<file path="src/rtl/apb_slave_regfile17.sv">
// APB3 slave register file: ID register at index 0, read/write registers above it,
// fixed number of wait states and error responses for out-of-range or ID writes.
module apb_slave_regfile17 #(
  parameter int                      PADDR_WIDTH  = 32,
  parameter int                      PWDATA_WIDTH = 32,
  parameter int                      PRDATA_WIDTH = 32,
  parameter int                      NUM_REGS     = 16,
  parameter logic [PADDR_WIDTH-1:0]  BASE_ADDR    = '0,
  parameter int                      WAIT_STATES  = 1,
  parameter logic [PRDATA_WIDTH-1:0] ID_VALUE     = 32'hA9B0_0017
) (
  input  logic                    pclock17,
  input  logic                    preset17,
  input  logic                    psel17,
  input  logic                    penable17,
  input  logic [PADDR_WIDTH-1:0]  paddr17,
  input  logic                    prwd17,
  input  logic [PWDATA_WIDTH-1:0] pwdata17,
  output logic [PRDATA_WIDTH-1:0] prdata17,
  output logic                    pready17,
  output logic                    pslverr17
);

  localparam int IDX_W = $clog2(NUM_REGS);

  typedef enum logic [1:0] {IDLE, ACCESS, DONE} state_t;

  state_t                   state_reg, state_next;
  logic [3:0]               cnt_reg, cnt_next;
  logic [IDX_W-1:0]         idx_reg;
  logic                     wr_reg, err_reg;
  logic [PWDATA_WIDTH-1:0]  wdata_reg;
  logic [PRDATA_WIDTH-1:0]  regs [NUM_REGS];
  logic [NUM_REGS-1:0]      wr_en;
  logic [PRDATA_WIDTH-1:0]  prdata_reg;
  logic                     pready_reg, pslverr_reg;

  logic [PADDR_WIDTH-1:0]   off, word;
  logic                     setup, setup_err, commit;
  logic [IDX_W-1:0]         cur_idx;
  logic                     cur_wr, cur_err;
  logic [PRDATA_WIDTH-1:0]  rd_data;

  // Address decode; the subtraction wraps, so addresses below the base are caught separately.
  assign off       = paddr17 - BASE_ADDR;
  assign word      = off >> 2;
  assign setup_err = (paddr17 < BASE_ADDR) || (word >= PADDR_WIDTH'(NUM_REGS)) ||
                     (prwd17 && (word == '0));
  assign setup     = (state_reg == IDLE) && psel17 && !penable17;

  // A zero-wait transfer enters DONE on the setup edge, so the live decode is used then.
  assign cur_idx = setup ? word[IDX_W-1:0] : idx_reg;
  assign cur_wr  = setup ? prwd17          : wr_reg;
  assign cur_err = setup ? setup_err       : err_reg;
  assign rd_data = (cur_idx == '0) ? ID_VALUE : regs[cur_idx];

  assign commit = (state_reg == DONE) && wr_reg && !err_reg;

  generate
    for (genvar gi = 0; gi < NUM_REGS; gi++) begin : g_wr_en
      assign wr_en[gi] = commit && (idx_reg == IDX_W'(gi));
    end
  endgenerate

  always_comb begin
    state_next = state_reg;
    cnt_next   = cnt_reg;
    case (state_reg)
      IDLE: begin
        if (setup) begin
          if (WAIT_STATES == 0) begin
            state_next = DONE;
            cnt_next   = '0;
          end else begin
            state_next = ACCESS;
            cnt_next   = 4'(WAIT_STATES);
          end
        end
      end
      ACCESS: begin
        if (!psel17) begin
          state_next = IDLE;
        end else if (penable17) begin
          cnt_next = cnt_reg - 4'd1;
          if (cnt_reg == 4'd1) state_next = DONE;
        end
      end
      DONE:    state_next = IDLE;
      default: state_next = IDLE;
    endcase
  end

  always_ff @(posedge pclock17 or negedge preset17) begin
    if (!preset17) begin
      state_reg <= IDLE;
      cnt_reg   <= '0;
      idx_reg   <= '0;
      wr_reg    <= 1'b0;
      err_reg   <= 1'b0;
      wdata_reg <= '0;
    end else begin
      state_reg <= state_next;
      cnt_reg   <= cnt_next;
      if (setup) begin
        idx_reg   <= word[IDX_W-1:0];
        wr_reg    <= prwd17;
        err_reg   <= setup_err;
        wdata_reg <= pwdata17;
      end
    end
  end

  // Register 0 is never written (ID writes are errors); it reads back as ID_VALUE.
  always_ff @(posedge pclock17 or negedge preset17) begin
    if (!preset17) begin
      for (int i = 0; i < NUM_REGS; i++) regs[i] <= '0;
    end else begin
      for (int i = 0; i < NUM_REGS; i++) begin
        if (wr_en[i]) regs[i] <= wdata_reg;
      end
    end
  end

  always_ff @(posedge pclock17 or negedge preset17) begin
    if (!preset17) begin
      prdata_reg  <= '0;
      pready_reg  <= 1'b0;
      pslverr_reg <= 1'b0;
    end else begin
      pready_reg  <= (state_next == DONE);
      pslverr_reg <= (state_next == DONE) && cur_err;
      prdata_reg  <= ((state_next == DONE) && !cur_wr && !cur_err) ? rd_data : '0;
    end
  end

  assign prdata17  = prdata_reg;
  assign pready17  = pready_reg;
  assign pslverr17 = pslverr_reg;

endmodule

</file>
<file path="config.mk">
export PLATFORM = sky130hd
export DESIGN_NAME = apb_slave_regfile17
export DESIGN_NICKNAME = d
export VERILOG_FILES = /design/src/rtl/apb_slave_regfile17.sv
export SDC_FILE = /design/constraint.sdc
export NUM_CORES = 1
export LEC_CHECK = 0
export ABC_AREA = 1
export BUFFER_PORTS_ARGS = -buffer_cell sky130_fd_sc_hd__buf_2
export CORE_AREA = 8 8 235 237
export DETAILED_ROUTE_END_ITERATION = 12
export DIE_AREA = 0 0 243 245
export PLACE_DENSITY = 0.71
export SETUP_SLACK_MARGIN = 0.1
export SLEW_MARGIN = 20
export SYNTH_ARGS = -nofsm -noshare
export SYNTH_HDL_FRONTEND = slang
export SYNTH_SLANG_ARGS = --single-unit
</file>
<file path="constraint.sdc">
create_clock -name pclock17 -period 5.1 [get_ports pclock17]
set_clock_uncertainty 0.2 [all_clocks]
set_input_delay 1.02 -clock pclock17 [delete_from_list [all_inputs] [get_ports pclock17]]
set_output_delay 1.02 -clock pclock17 [all_outputs]
set_load 0.005 [all_outputs]
</file>
# --- Word-level counts from Yosys, hierarchy flattened ---
# Index checks and enable logic that the tools add are counted.
word_totals:
  reg_bits: 590
  latchBits: 0
  mem_bits_rw: 0
  rom_bits: 0
  output_inout_bits: 34
  elab_cells: 105
  mem_count: 0
classes:
  add_sub_neg: 1
  multipliers: 0
  n_div: 0
  magnitude_cmp: 3
  eq_ne: 22
  shifts: 0
  mux: 17
  bitwise_logic: 1
  reduce_logical: 36
op_table:
  columns: ["cell", "count"]
  rows:
  - ["32-bit binary-select mux with 4-bit select", 1]
  - ["32-bit 2-to-1 mux", 4]
  - ["4-bit == test (second input constant)", 8]
  - ["32-bit zero test", 1]
  - ["32-bit by 1-bit less-than comparator with 1-bit output (second input constant)", 1]
  - ["30-bit by 5-bit >= comparator with 1-bit output (second input constant)", 1]
  - ["1-bit logical AND", 24]
  - ["4-bit by 3-bit == test with 1-bit output (second input constant)", 4]
  - ["4-bit 2-to-1 mux", 4]
  - ["4-bit by 1-bit == test with 1-bit output (second input constant)", 2]
  - ["4-bit by 2-bit == test with 1-bit output (second input constant)", 2]
  - ["4-bit zero test", 2]
  - ["2-bit 2-to-1 mux", 4]
  - ["4-bit one-hot mux with 2 select lines", 1]
  - ["2-bit != test (second input constant)", 3]
  - ["5-bit >= comparator (second input constant)", 1]
  - ["4-bit inverter with 5-bit output", 1]
  - ["2-bit == test (second input constant)", 2]
  - ["1-bit zero test", 4]
  - ["2-bit one-hot mux with 2 select lines", 1]
  - ["4-bit AND reduction", 1]
  - ["4-bit by 1-bit subtractor with 4-bit output (second input constant)", 1]
  - ["2-bit by 1-bit == test with 1-bit output (second input constant)", 1]
  - ["2-bit zero test", 1]
  - ["other kinds (3)", 5]

# --- Longest topological paths before layout ---
# Gate-level depths: netlist (run 1).
depth:
  depth_word: 10
  depth_mapped: 14

# --- Worst setup path before layout (run 1) ---
# OpenSTA, ideal clock, no wires.
synth_path:
  path_kind: "in2reg"
  start: "input port psel17"
  end: "register prdata_reg[20] (netlist: prdata17[20])"
  setup_ns: 0.136
  arrival_time_ns: 2.267
  required_ns: 4.764
  slack_ns: 2.497
  cell_stages: 9
  n_path_buf: 2
  path_cell_list: "inv_1 nor2_4 nand2_4 o21ai_2 buf_2 buf_1 nand3_1 nand3_1 a21oi_1"
synth_between:
  elab_chain_len: 9
synth_lines:
  columns: ["element", "line", "source"]
  rows:
  - ["from (decl)", "14", "input logic psel17,"]
  - ["1-bit logical AND (2 in series)", "49", "assign setup = (state_reg == IDLE) && psel17 && !penable17;"]
  - ["4-bit 2-to-1 mux", null, null]
  - ["4-bit inverter with 5-bit output (not written as such)", "55", "assign rd_data = (cur_idx == '0) ? ID_VALUE : regs[cur_idx];"]
  - ["32-bit binary-select mux with 4-bit select", "55", null]
  - ["32-bit 2-to-1 mux (not written as such) (2 in series)", "55", null]
  - ["32-bit 2-to-1 mux", "55", null]
  - ["32-bit 2-to-1 mux (*)", "132", "prdata_reg <= ((state_next == DONE) && !cur_wr && !cur_err) ? rd_data : '0;"]
  - ["to (signal assigned)", "132", null]
  - ["to (decl)", "35", "logic [PRDATA_WIDTH-1:0] prdata_reg;"]
# Mark *: on every way between the ends. The rest lies on a longest branch, timed or not. The select of a mux whose other input is x is not followed.
# A chain may end at the register's enable or synchronous reset.

# --- Final worst setup path (run 1) ---
layout_path:
  start: "input port psel17"
  end: "register prdata_reg[14] (netlist: prdata17[14])"
# The elaborated chain is that of the path after synthesis.

==> flow_summary.toml, run 1 <==
[outcome]
status = "finished clean"

[place]
routabilityCongestion = 0.8117
port_buffers = 100
place_hpwl_um = 39730
placed_cells = 3816

[global_routing]
met2_usage_pct = 37.58
grt_overflow = 0
grt-busiest-layer = "met2"
first_global_vias = 19855
grt_max_degree = 109
antenna_found_initial = 1
use_met1_pct = 32.31
grt_pass1_wl_um = 112100
gr-usage-all-layers_pct = 23.25
use_met3_pct = 3.522

[layout]
final_cell_mix = "nand2_1, dfrtp_1, o21ai_0, nand3_1, inv_1"
drive_above_1_share_pct = 8.447
final_nets = 3257
largest_reg_flops = 481
multiInputGateArea_um2 = 9525
syn_to_final_growth_pct = 11.19
nFillCells = 4859
regArea_um2 = 13990
diodes = 0
final_common_cell = "nand2_1"
finalNonFillerCells = 3920

[logic_synthesis]
syn-cell-area_um2 = 25340
ys_warn_count = 0
synth_cell_type_count = 26
synthTopCellsByArea = "dfrtp_1, nand2_1, o21ai_0"
yosysTopAreaCell = "dfrtp_1"
syn_nets = 3280
ys_ff_latch = 559
synthCells = 3209
yosysSeqAreaShare_pct = 55.21
yosysTopAreaCellShare_pct = 55.21
postSynthAreaPerCell_um2 = 7.896

[power]
switchingPower_mw = 3.644
switching_share_pct = 32.74
clock_power_share_pct = 36.6
seqPwrFrac_pct = 41.0
comb_power_share_pct = 22.3
power_leakage_nw = 13.11
power.density_nw_per_um2 = 395.0
vdd_drop_max_uv = 263.8
p_int_mw = 7.484

[die]
chipWidth_um = 243
rows = 84
core_region_area_um2 = 51710
initial_utilization_pct = 49.00
die_h_um = 245
die-area_um2 = 59540
ios = 103

[sta]
rsz0062_at_grt = "false"
hold_viol_final = 0
setup_viol = 0
final.setup.tns_ps = 0
slew_headroom_pct = 37.14
fmax_mhz = 320.3
tightestPinTransition_ps = 941.5
post-route-period-util_pct = 61.22
layout_min_cycle_time_ps = 3122
holdWs_ps = 252.8
slew_viol_final = 0

[detailed_routing]
first_iter_violations = 2198
wl_um = 69370
drc = 0
routed_via_density = 5.374
postRouteAntennaNets = 0
vias = 21067
wl_per_cell_um = 17.70
first_pass_iters = 5

[cts]
cts_setup_buffers = 0
cts_buffer_depth = 3
cts_tree = "done"
clk_pin_slew_ps = 60
cts_sinks = 559
cts_hold_buffers = 0
htreeDepth = 2
cts_made_buffers = 56
ctsResizeCount = 0
insertion_delay_ps = 630
cts-root-buf = "clkbuf_16"

[worst_setup_path]
worstPathArrival_ps = 3430
critPathKind = "in -> reg"
cp_data_required_time_ps = 5400
crit_fanout = 42
endpoint_kind = "flip-flop"
r2r_slack_ps = 2140
start_kind = "input pin"

[hold_path]
min_path_type = "in -> async"

[job]
max-cap-violations = 0
worst max-delay path: stages:
cell and delay [ps]:
buf_2 90, inv_1 90, nor2_4 70, nand2_4 200
nand2_1 340, nand2_4 650, buf_4 390, nand3_1 120
nand3_1 70, nand2_1 50, nor2_1 220, nor2_1 80
cells by family (layout without fill, tap and decap cells):
logic type / Yosys count / count (layout) / synth area share (%)
AO/OA/AOI/OAI: 534 / 534 / 10.61
adder cells (fa/ha/maj): 2 / 2 / 0.09875
buffers and inverters: 478 / 501 / 7.546
flip-flops: 559 / 559 / 55.21
AND/OR/NAND/NOR: 1636 / 1636 / 26.53
per-layer routing:
metal | part of all wire [%] | vias up
met3 | 6.6 | 100
met1 | 45 | 10127
met5 | 0 | -
met2 | 46 | 682
li1 | - | 10158
met4 | 2.5 | 0
path summary, 6_finish.rpt:
check                           endpoint         start  depth (start not counted)
setup / recovery            prdata17[14]        psel17                         12
hold / removal             wdata_reg[24]      preset17                          1
setup reg to reg            prdata17[14]  state_reg[0]                          9
hold reg to reg                regs[260]     regs[260]                          2
max in group asynchronous      regs[242]      preset17                          2
min in group pclock17          regs[260]     regs[260]                          2
Yosys cell counts, drive strengths merged:
cell type  instances
nand2           1097
dfrtp            559
o21ai            519
nand3            396
inv              247
clkbuf           155
nor2             135
buf               76
a21oi             14
nor3               4
nand4              3
ha                 2
nand3b             1
o22ai              1
metrics by stage:
| stage | power [mW] | instance area, µm² | setup slack, ps | utilization, % |
|---|---|---|---|---|
| 2_1_floorplan | 6.288 | 25340 | 2497 | - |
| 3_3_place_gp | 7.103 | 26340 | 1366 | 50.93 |
| 3_5_place_dp | 7.114 | 26340 | 1367 | 50.93 |
| 4_1_cts | 11.18 | 28170 | 2014 | 54.48 |
| 5_1_grt | 11.65 | 28170 | 1797 | 54.48 |
| 6_report | 11.13 | 28170 | 1978 | 54.48 |
power by group through the flow:
stage | sequential (mW) | combinational [mW] | clock (mW)
2_1_floorplan | 4.64 | 1.65 | 0
3_3_place_gp | 4.64 | 2.46 | 0
3_5_place_dp | 4.65 | 2.47 | 0
4_1_cts | 4.56 | 2.48 | 4.14
5_1_grt | 4.57 | 2.76 | 4.32
6_report | 4.57 | 2.49 | 4.08
final cells by class:
class,instances,share of cell area [%]
flip-flops and latches,559,49.66
multi-input cells,2172,33.81
clock buffers,86,5.872
repair buffers,150,3.678
inverters,247,3.291
well taps,688,3.056
clock inverters,18,0.6351
(Power assumes the default switching activity.)
==> run 2, diff against run 1 <==
clock period = 3.2 ns   (was 5.1 ns; I/O delays follow)
==> run 2 against run 1 <==
  * Combinational power is 65% higher
  * Non-clock buffer count is 23 higher
  * Register-to-register slack worse by 1400 ps
  * Die area stayed put
  * Count of clock-buffer cells in the layout decreased by 1
  * Clock power rose by 69%
  * Sequential cell count unchanged
  * Largest cell class unchanged
==> flow_summary.toml, run 2 (same netlist as run 1, synthesis figures left out) <==
[outcome]
status = "finished clean"

[detailed_routing]
postRouteAntennaNets = 0
wl_per_cell_um = 17.49
routed_via_density = 5.388
wl_um = 68920
first_pass_iters = 6
first_iter_violations = 2342
drc = 0
vias = 21236

[cts]
clk_pin_slew_ps = 60
cts_made_buffers = 55
cts_buffer_depth = 3
cts-root-buf = "clkbuf_16"
cts_tree = "done"
cts_sinks = 559
htreeDepth = 2
insertion_delay_ps = 610

[sta]
rsz0062_at_grt = "false"
slew_viol_final = 0
hold_viol_final = 0
slew_headroom_pct = 44.40
setup_viol = 0
tightestPinTransition_ps = 834.0
fmax_mhz = 404.3
post-route-period-util_pct = 77.29
layout_min_cycle_time_ps = 2473
fin_ws_ps = 726.8
final.setup.tns_ps = 0

[power]
p_int_mw = 12.46
seqPwrFrac_pct = 39.8
clock_power_share_pct = 37.7
power.density_nw_per_um2 = 638.0
vdd_drop_max_uv = 412.1
switchingPower_mw = 5.806
power_leakage_nw = 13.35
switching_share_pct = 31.79
comb_power_share_pct = 22.5

[place]
routabilityCongestion = 0.8279
dp_worst_setup_slack_ps = 321.5
place_hpwl_um = 40310
port_buffers = 100

[die]
rows = 84
ios = 103
die_h_um = 245
initial_utilization_pct = 49.00
core_region_area_um2 = 51710
die-area_um2 = 59540
chipWidth_um = 243

[layout]
syn_to_final_growth_pct = 12.98
diodes = 0
drive_above_1_share_pct = 9.161
multiInputGateArea_um2 = 9525
regArea_um2 = 13990
final_cell_mix = "nand2_1, dfrtp_1, o21ai_0, nand3_1, inv_1"
largest_reg_flops = 481
final_common_cell = "nand2_1"
nFillCells = 4729
final_nets = 3279

[global_routing]
grt_overflow = 0
gr-usage-all-layers_pct = 23.24
antenna_found_initial = 1
grt_max_degree = 77
first_global_vias = 20430
grt_pass1_wl_um = 112000

[worst_setup_path]
endpoint_kind = "flip-flop"
critPathKind = "reg -> reg"
cp_data_required_time_ps = 3470
worstPathArrival_ps = 2740
start_kind = "flip-flop"
crit_fanout = 48

[job]
max-cap-violations = 0

[hold_path]
min_path_type = "in -> reg"
run 2: layout make-up:
class	count	area share (%)
inverter	247	3.239
tap	688	3.007
timing repair buffer	173	4.773
clock buffer	85	5.936
multi-input combinational	2172	33.28
sequential	559	48.87
clock inverter	17	0.9004
run 2: metrics by stage:
step                      power (mW)  std cells  area, µm²  util [%]  hold slack (ps)
final                          18.26       3941      28630     55.36            37.10
after global routing           19.09       3941      28630     55.36            27.22
after CTS                      18.36       3941      28630     55.36            1.896
after detailed placement       11.46       3836      26640     51.51            272.3
after global placement         11.45       3836      26640     51.51            265.2
after floorplan                10.02       3209      25340         -            144.4
run 2: worst paths after layout:
path / startpoint / to / slack (ps) / depth (start not counted)
worst min register to register: regs[61] / regs[61] / 280 / 2
worst min-delay path: pwdata17[11] / wdata_reg[11] / 40 / 3
min in group asynchronous: preset17 / regs[247] / 370 / 2
worst max-delay path: state_reg[0] / regs[243] / 730 / 7
worst max register to register: state_reg[0] / regs[243] / 730 / 7
max in group asynchronous: preset17 / regs[143] / 1600 / 3
run 2: power groups by stage:
stage | clock [mW] | sequential, mW | combinational (mW)
floorplan | 0 | 7.40 | 2.63
global placement | 0 | 7.40 | 4.05
detailed placement | 0 | 7.41 | 4.06
CTS | 6.99 | 7.28 | 4.09
global route | 7.27 | 7.29 | 4.53
finish | 6.89 | 7.28 | 4.10
run 2: per-layer routing:
metal  global-route usage (%)  vias up  wire (µm)
met1                    31.44    10199      30240
met3                    2.837      138       4275
met4                    8.727        0       2208
met2                    38.35      692      32190
met5                        0        -          0
li1                         -    10207          -
run 2: what timing repair did:
action / 4_1_cts / 5_1_grt
buffers inserted: 0 / 0
setup endpoints to repair: 0 / 0
hold buffers: 3 / 0
hold endpoints to repair: 51 / 0
resized for setup: 0 / 0
run 2: critical path, stage by stage, from the launching register on:
cell and delay (ps):
dfrtp_1 400, inv_1 80, nand4_1 190, nor2_1 430, nand3_2 470, buf_12 370
nand2_1 100, o21ai_0 80
